==> config.mk <==
export PLATFORM = sky130hd
export DESIGN_NAME = adsr_env_fsm
export DESIGN_NICKNAME = d
export VERILOG_FILES = /design/src/rtl/adsr_pkg.sv /design/src/rtl/adsr_lvl_scale.sv /design/src/rtl/adsr_env_fsm.sv
export SDC_FILE = /design/constraint.sdc
export NUM_CORES = 1
export LEC_CHECK = 0
export ABC_AREA = 1
export BUFFER_PORTS_ARGS = -buffer_cell sky130_fd_sc_hd__clkbuf_2
export CAP_MARGIN = 25
export CORE_AREA = 2 2 165 86
export DETAILED_ROUTE_END_ITERATION = 12
export DIE_AREA = 0 0 167 88
export GPL_ROUTABILITY_DRIVEN = 1
export PLACE_DENSITY_LB_ADDON = 0.08
export SLEW_MARGIN = 20
export SYNTH_ARGS = -nofsm -noshare
export SYNTH_HDL_FRONTEND = slang
export SYNTH_SLANG_ARGS = --single-unit
==> constraint.sdc <==
create_clock -name clk -period 7.45 [get_ports clk]
set_input_delay 1.49 -clock clk [delete_from_list [all_inputs] [get_ports clk]]
set_output_delay 1.49 -clock clk [all_outputs]
set_load 0.05 [all_outputs]
==> src/rtl/adsr_pkg.sv <==
// Shared ADSR state encoding, level ceiling and default widths.
// Pure definitions, no logic; no flow control.
package adsr_pkg;

    localparam int LVL_W_DEF  = 7;
    localparam int TIME_W_DEF = 7;
    localparam int LVL_MAX    = 127;

    typedef enum logic [2:0] {
        ADSR_IDLE    = 3'd0,
        ADSR_ATTACK  = 3'd1,
        ADSR_DECAY   = 3'd2,
        ADSR_SUSTAIN = 3'd3,
        ADSR_RELEASE = 3'd4
    } adsr_state_t;

endpackage

==> src/rtl/adsr_lvl_scale.sv <==
// P(x,s) = (x*s) >> W with truncation, computed on a 2W-bit product.
// Purely combinational, zero latency; no flow control.
module adsr_lvl_scale #(
    parameter int W = 7
) (
    input  logic [W-1:0] i_x,
    input  logic [W-1:0] i_s,
    output logic [W-1:0] o_p
);

    assign o_p = W'(({{W{1'b0}}, i_x} * {{W{1'b0}}, i_s}) >> W);

endmodule

==> src/rtl/adsr_env_fsm.sv <==
// ADSR envelope sequencer; ADSR_SOFT_RETRIG_EN makes a retrigger ramp from the current level.
// Latency env_dv -> env_level_dv is 1 clk; no backpressure, one level per NCO strobe.
module adsr_env_fsm
    import adsr_pkg::*;
#(
    parameter int LVL_W  = LVL_W_DEF,
    parameter int TIME_W = TIME_W_DEF
) (
    input  logic              clk,
    input  logic              rst_n,
    input  logic              i_gate,
    input  logic [TIME_W-1:0] i_attack,
    input  logic [TIME_W-1:0] i_decay,
    input  logic [LVL_W-1:0]  i_sustain,
    input  logic [TIME_W-1:0] i_release,
    input  logic [LVL_W-1:0]  i_env_scale,
    input  logic              i_env_ovflow,
    input  logic              i_env_dv,
    output logic [TIME_W-1:0] o_env_time,
    output logic              o_nco_clr,
    output logic [LVL_W-1:0]  o_env_level,
    output logic              o_env_level_dv,
    output logic              o_active
);

    localparam logic [2:0] S_IDLE    = ADSR_IDLE;
    localparam logic [2:0] S_ATTACK  = ADSR_ATTACK;
    localparam logic [2:0] S_DECAY   = ADSR_DECAY;
    localparam logic [2:0] S_SUSTAIN = ADSR_SUSTAIN;
    localparam logic [2:0] S_RELEASE = ADSR_RELEASE;

    localparam logic [LVL_W-1:0] LVL_TOP = LVL_W'(LVL_MAX);

    logic [2:0]       r_state;
    logic             r_gate_q;
    logic [LVL_W-1:0] r_start_lvl;
    logic [LVL_W-1:0] r_env_level;
    logic             r_env_level_dv;
    logic             r_nco_clr;

    logic [2:0]       w_state_nxt;
    logic             w_rise;
    logic             w_fall_act;
    logic             w_gate_evt;
    logic             w_wrap;
    logic             w_wrap_eff;
    logic [LVL_W-1:0] w_rise_start;
    logic [LVL_W-1:0] w_x_up;
    logic [LVL_W-1:0] w_p_up;
    logic [LVL_W-1:0] w_p_dn;
    logic [LVL_W-1:0] w_attack_lvl;
    logic [LVL_W-1:0] w_decay_lvl;
    logic [LVL_W-1:0] w_release_lvl;
    logic [LVL_W-1:0] w_lvl_nxt;

    assign w_rise     = i_gate & ~r_gate_q;
    assign w_fall_act = ~i_gate & r_gate_q &
                        ((r_state == S_ATTACK) | (r_state == S_DECAY) | (r_state == S_SUSTAIN));
    assign w_gate_evt = w_rise | w_fall_act;
    assign w_wrap     = i_env_dv & i_env_ovflow;
    // A gate event in the same cycle as a wrap wins, so the wrap endpoint is not applied.
    assign w_wrap_eff = w_wrap & ~w_gate_evt;

`ifdef ADSR_SOFT_RETRIG_EN
    assign w_rise_start = (r_state == S_IDLE) ? '0 : r_env_level;
`else
    assign w_rise_start = '0;
`endif

    always_comb begin
        w_state_nxt = r_state;
        if (w_rise) begin
            w_state_nxt = S_ATTACK;
        end else if (w_fall_act) begin
            w_state_nxt = S_RELEASE;
        end else if (w_wrap) begin
            case (r_state)
                S_ATTACK:  w_state_nxt = S_DECAY;
                S_DECAY:   w_state_nxt = S_SUSTAIN;
                S_RELEASE: w_state_nxt = S_IDLE;
                default:   w_state_nxt = r_state;
            endcase
        end
    end

    // Attack and decay both scale a distance-to-ceiling, so they share one multiplier.
    assign w_x_up = (r_state == S_DECAY) ? (LVL_TOP - i_sustain) : (LVL_TOP - r_start_lvl);

    adsr_lvl_scale #(.W(LVL_W)) u_scale_up (
        .i_x (w_x_up),
        .i_s (i_env_scale),
        .o_p (w_p_up)
    );

    adsr_lvl_scale #(.W(LVL_W)) u_scale_dn (
        .i_x (r_start_lvl),
        .i_s (i_env_scale),
        .o_p (w_p_dn)
    );

    assign w_attack_lvl  = LVL_W'({1'b0, r_start_lvl} + {1'b0, w_p_up});
    assign w_decay_lvl   = LVL_W'({1'b0, LVL_TOP} - {1'b0, w_p_up});
    assign w_release_lvl = LVL_W'({1'b0, r_start_lvl} - {1'b0, w_p_dn});

    always_comb begin
        w_lvl_nxt = '0;
        case (r_state)
            S_ATTACK:  w_lvl_nxt = w_wrap_eff ? LVL_TOP   : w_attack_lvl;
            S_DECAY:   w_lvl_nxt = w_wrap_eff ? i_sustain : w_decay_lvl;
            S_SUSTAIN: w_lvl_nxt = i_sustain;
            S_RELEASE: w_lvl_nxt = w_wrap_eff ? '0        : w_release_lvl;
            default:   w_lvl_nxt = '0;
        endcase
    end

    always_ff @(posedge clk or negedge rst_n) begin
        if (!rst_n) begin
            r_state        <= S_IDLE;
            r_gate_q       <= 1'b0;
            r_start_lvl    <= '0;
            r_env_level    <= '0;
            r_env_level_dv <= 1'b0;
            r_nco_clr      <= 1'b0;
        end else begin
            r_state        <= w_state_nxt;
            r_gate_q       <= i_gate;
            r_env_level_dv <= i_env_dv;
            r_nco_clr      <= w_gate_evt;
            if (w_rise) begin
                r_start_lvl <= w_rise_start;
            end else if (w_fall_act) begin
                r_start_lvl <= r_env_level;
            end
            if (i_env_dv) begin
                r_env_level <= w_lvl_nxt;
            end
        end
    end

    always_comb begin
        o_env_time = '0;
        case (r_state)
            S_ATTACK:  o_env_time = i_attack;
            S_DECAY:   o_env_time = i_decay;
            S_RELEASE: o_env_time = i_release;
            default:   o_env_time = '0;
        endcase
    end

    assign o_nco_clr      = r_nco_clr;
    assign o_env_level    = r_env_level;
    assign o_env_level_dv = r_env_level_dv;
    assign o_active       = (r_state != S_IDLE);

endmodule
* Yosys cells after proc, flatten, opt, wreduce, memory -nomap -nowiden *
Cells that the tools add are included.

operators by class
  equal/unequal tests = 4
  $mul = 2
  $add $sub $neg = 5
  bitwise operators = 11
  muxes and demuxes = 12
  reductions and logical operators = 5

operator list
  cell                                            count
  two-way mux 7 bit                               6
  multiplier 7 x 7 -> 14 bit                      2
  one-hot mux 7 bit (4 select lines)              1
  one-hot mux 7 bit (3 select lines)              1
  subtractor 7 bit (first input constant)         3
  two-way mux 3 bit                               3
  one-hot mux 3 bit (3 select lines)              1
  adder 7 bit                                     1
  subtractor 7 bit                                1
  == test 3 x 2 -> 1 bit (second input constant)  2
  nonzero test 3 bit                              2
  AND 1 bit                                       5
  nonzero test 5 bit                              1
  == test 3 x 1 -> 1 bit (second input constant)  1
  == test 3 bit (second input constant)           1
  NOT 1 bit                                       3
  OR 1 bit                                        3
  AND reduction 2 bit                             1
  nonzero test 2 bit                              1

word-level totals
  register bits after elaboration = 20
  input port bits = 40
  word-level logic and storage cells = 45

* Depth between registers and ports, before layout *
  word-level depth = 9
  gate-level depth with buffers = 39

* Cells and area by module *
Synthesis repeated with hierarchy kept, for this count alone.

second synthesis, totals
  cells, all modules = 778
  area, all modules = 5,117.4 µm²

modules (own cells, without submodules)
  module          area each (µm²)  cells each  instances
  adsr_lvl_scale  1,619.1          240         2
  adsr_env_fsm    1,879.3          298         1

* Least setup slack after synthesis *
Ideal clock, no wire load.

  kind = input-to-reg
  start = in i_sustain[4]
  end = reg r_env_level[6], in the netlist o_env_level[6]
  library setup time = 0.118 ns
  stages = 35
  arrival time = 6.570 ns
  path slack = 0.762 ns
  data required time = 7.332 ns
  path through = inv_1 > o21ai_0 > nor2_1 > fa_1 > inv_1 > fa_1 > inv_1 > fa_1 > inv_1 > fa_1 > inv_1 > ha_1 > nand2_1 > nor2_1 > nor2_1 > nand2_1 > xor2_1 > ha_1 > inv_1 > fa_1 > inv_1 > nand3_1 > nand2_1 > nand2_1 > nand2_1 > a21oi_1 > nand2b_1 > nand2_1 > inv_1 > nand3_1 > nand3_1 > nand2_1 > nand2_1 > nand2_1 > nand2_1

on the way
  longest elaborated chain between the ends = 6
  elaborated cells between the ends (all ways) = 8

RTL lines
  element                                                 line                                      RTL
  start: declaration                                      adsr_env_fsm.sv:14                        input logic [LVL_W-1:0] i_sustain,
  subtractor 7 bit (*)                                    adsr_env_fsm.sv:87                        assign w_x_up = (r_state == S_DECAY) ? (LVL_TOP - i_sustain) : (LVL_TOP - r_start_lvl);
  two-way mux 7 bit (*)                                   adsr_env_fsm.sv:87
  multiplier 7 x 7 -> 14 bit (*)                          adsr_lvl_scale.sv:11                      assign o_p = W'(({{W{1'b0}}, i_x} * {{W{1'b0}}, i_s}) >> W);
  subtractor 7 bit / adder 7 bit (equally long branches)  adsr_env_fsm.sv:102, adsr_env_fsm.sv:101
  two-way mux 7 bit, on equally long branches             adsr_env_fsm.sv:109, adsr_env_fsm.sv:108
  one-hot mux 7 bit (4 select lines) (*)                  adsr_env_fsm.sv:107                       case (r_state)
  end signal: assignment                                  adsr_env_fsm.sv:135                       r_env_level <= w_lvl_nxt;
  end: declaration                                        adsr_env_fsm.sv:37                        logic [LVL_W-1:0] r_env_level;

Mark *: on every way between the ends. The rest lies on a longest branch, timed or not.
A chain may end at the register's enable or synchronous reset.

* Final worst setup path *
Ends and elaborated chain as after synthesis.

==> impl_metrics.json <==
{
  "clk_latency_ns": 0.25,
  "dp.final_hpwl_um": 12200,
  "io_buffers": 56,
  "finalSetupViolCount": 0,
  "cp_common_cell": "nand2_1",
  "rsz0062_at_grt": "no",
  "syn_to_final_growth_pct": 11.8,
  "yosysMostFrequentCell": "nand2_1",
  "yosysTopAreaCell": "fa_1",
  "wl_met3_um": 1100,
  "die_w_um": 167,
  "slew_violations": 0,
  "fmax_ghz": 0.145,
  "post-route-period-util_pct": 92.3,
  "root_buffer": "clkbuf_16",
  "yosys-top-cells-count": "nand2_1, inv_1, ha_1, nor2_1, fa_1",
  "cts.sinks": 20,
  "vias": 4479,
  "ios": 57,
  "row_count": 30,
  "hold_buffers": 0,
  "synthesis.area_mm2": 0.00482,
  "cp.arrival_ns": 7.02,
  "cts_buffer_depth": 2,
  "yosys_most_used_dff": "dfrtp_1",
  "cts_tree": "built",
  "syn-num-nets": 855,
  "fin_setup_tns_ns": 0,
  "n_antenna_cell": 0,
  "highest-signal-layer": "met4",
  "cp.required_ns": 7.59,
  "grt_usage_pct": 21.0,
  "critPathSlowestCell": "fa_1",
  "slew_headroom_pct": 48.2,
  "worstHoldStart": "o_env_level[3]",
  "htree_levels": 1,
  "seq_area_frac_synth_pct": 10.4,
  "critPathMaxFanout": 5,
  "maxCapViolations": 0,
  "reg2reg_from": "r_state[0]",
  "period_needed_ns": 6.88,
  "yosys_warnings": 0,
  "holdWs_ns": 0.513,
  "overflow": 0,
  "final.setup_skew_ns": 0.00186,
  "cts_setup_buffers": 0,
  "hp-class": "flip-flop to flip-flop",
  "layout.nets": 905,
  "synth.area.top_cells": "fa_1, ha_1, nand2_1, dfrtp_1, inv_1",
  "ys_async_sr_fraction_pct": 100,
  "worst_slew_pin_slew_ns": 0.772,
  "synth_top_area_share_pct": 20.0,
  "synthDistinctLibCells": 35,
  "cp-startpoint": "i_sustain[4]",
  "hold_depth": 2,
  "finalHoldViolCount": 0,
  "wirelength_um": 14400,
  "drt_iter0_drc": 340,
  "dieArea_mm2": 0.0147,
  "numCtsBuffers": 3,
  "wl_per_cell_um": 15.7,
  "clkSlewWorstSetupHoldPaths_ns": 0.06,
  "drive_above_1_share_pct": 11.0,
  "drt_drc_violations_left": 0,
  "drt_pre_antenna_iters": 5,
  "grt_max_degree": 21,
  "status": "finished clean",
  "whs_endpoint": "o_env_level[3]",
  "start_kind": "input port",
  "m1WireLength_um": 7860,
  "gp_congestion": 0.926,
  "grt_pass1_wl_um": 24100,
  "r2r_end": "o_env_level[6]",
  "ant_nets": 0,
  "met2WireLength_um": 5350,
  "first_global_vias": 4590,
  "r2r_cells": 36,
  "syn-mean-instance-area_um2": 6.94,
  "antenna_found_initial": 0,
  "cts_resized": 0,
  "crit_path_max_incr_delay_ns": 0.54,
  "post_drt_via_cell_ratio": 4.87,
  "path_class": "input port to flip-flop",
  "synth_edf_count": 0,
  "initial_core_util_pct": 36.3,
  "syn-instance-count": 694,
  "die_height_um": 88,
  "end_kind": "flip-flop",
  "rrSetupSlack_ns": 1.03,
  "core_region_area_mm2": 0.0133,
  "ys_ff_latch": 20
}
[flip-flops by register name (all words and copies together), names as in the netlist]
signal / flops
o_env_level: 7
o_env_level_dv: 1
o_nco_clr: 1
r_gate_q: 1
r_start_lvl: 7
r_state: 3
[critical path, delay by kind of cell]
family	cells	cell delay, ns
AND/OR/NAND/NOR	17	1.44
buffers and inverters	9	0.54
AO/OA/AOI/OAI	2	0.40
XOR/XNOR	1	0.20
adder cells (fa/ha/maj)	7	2.97
[metrics by stage]
stage               area, um2  util [%]  std cells  setup slack, ns
CTS                      5390      40.6        919            0.561
detailed placement       5300      40.0        915            0.302
global placement         5300      40.0        915            0.299
floorplan                4820         -        694            0.762
finish                   5390      40.6        919            0.570
global route             5390      40.6        919            0.105
[cells by family after synthesis]
group | synth area share, %
compound gates | 8.05
xor+xnor | 3.97
fa+ha+maj | 38.9
buf+inv | 11.6
flops | 10.4
simple gates | 27.0
[metal layers]
layer | vias to the layer above | GRT usage (%)
li1 | 2249 | -
met1 | 2071 | 33.6
met2 | 149 | 30.3
met3 | 10 | 2.98
met4 | 0 | 2.66
met5 | - | 0
[final cells by class]
type | count | area, um2
Multi-Input combinational cell | 526 | 3750
Fill cell | 1406 | 7870
Timing Repair Buffer | 63 | 333
Tap cell | 176 | 220
Sequential cell | 20 | 500
Clock buffer | 4 | 88.8
Inverter | 130 | 488
[how the worst max path moves through the flow]
stage / to / slack [ns] / depth (start not counted)
floorplan: o_env_level[6] / 0.76 / 35
global placement: o_env_level[6] / 0.30 / 36
detailed placement: o_env_level[6] / 0.30 / 36
CTS: o_env_level[6] / 0.56 / 36
global route: o_env_level[6] / 0.11 / 36
finish: o_env_level[6] / 0.57 / 36
[cell usage in the layout, fill, tap and decap left out, drive strengths merged, types with 5 or more instances in the layout]
master / Yosys / final
nand2: 199 / 199
o21ai: 25 / 25
nand3: 40 / 40
inv: 130 / 130
fa: 48 / 48
ha: 73 / 73
dfrtp: 20 / 20
clkbuf: 14 / 60
a21oi: 30 / 30
nor2: 58 / 58
buf: 4 / 7
nand4: 5 / 5
xnor2: 10 / 10
nor3: 6 / 6
xor2: 11 / 11
Power is not shown: default switching activity piles up to over one toggle a cycle in this logic, so the estimate is an artifact.
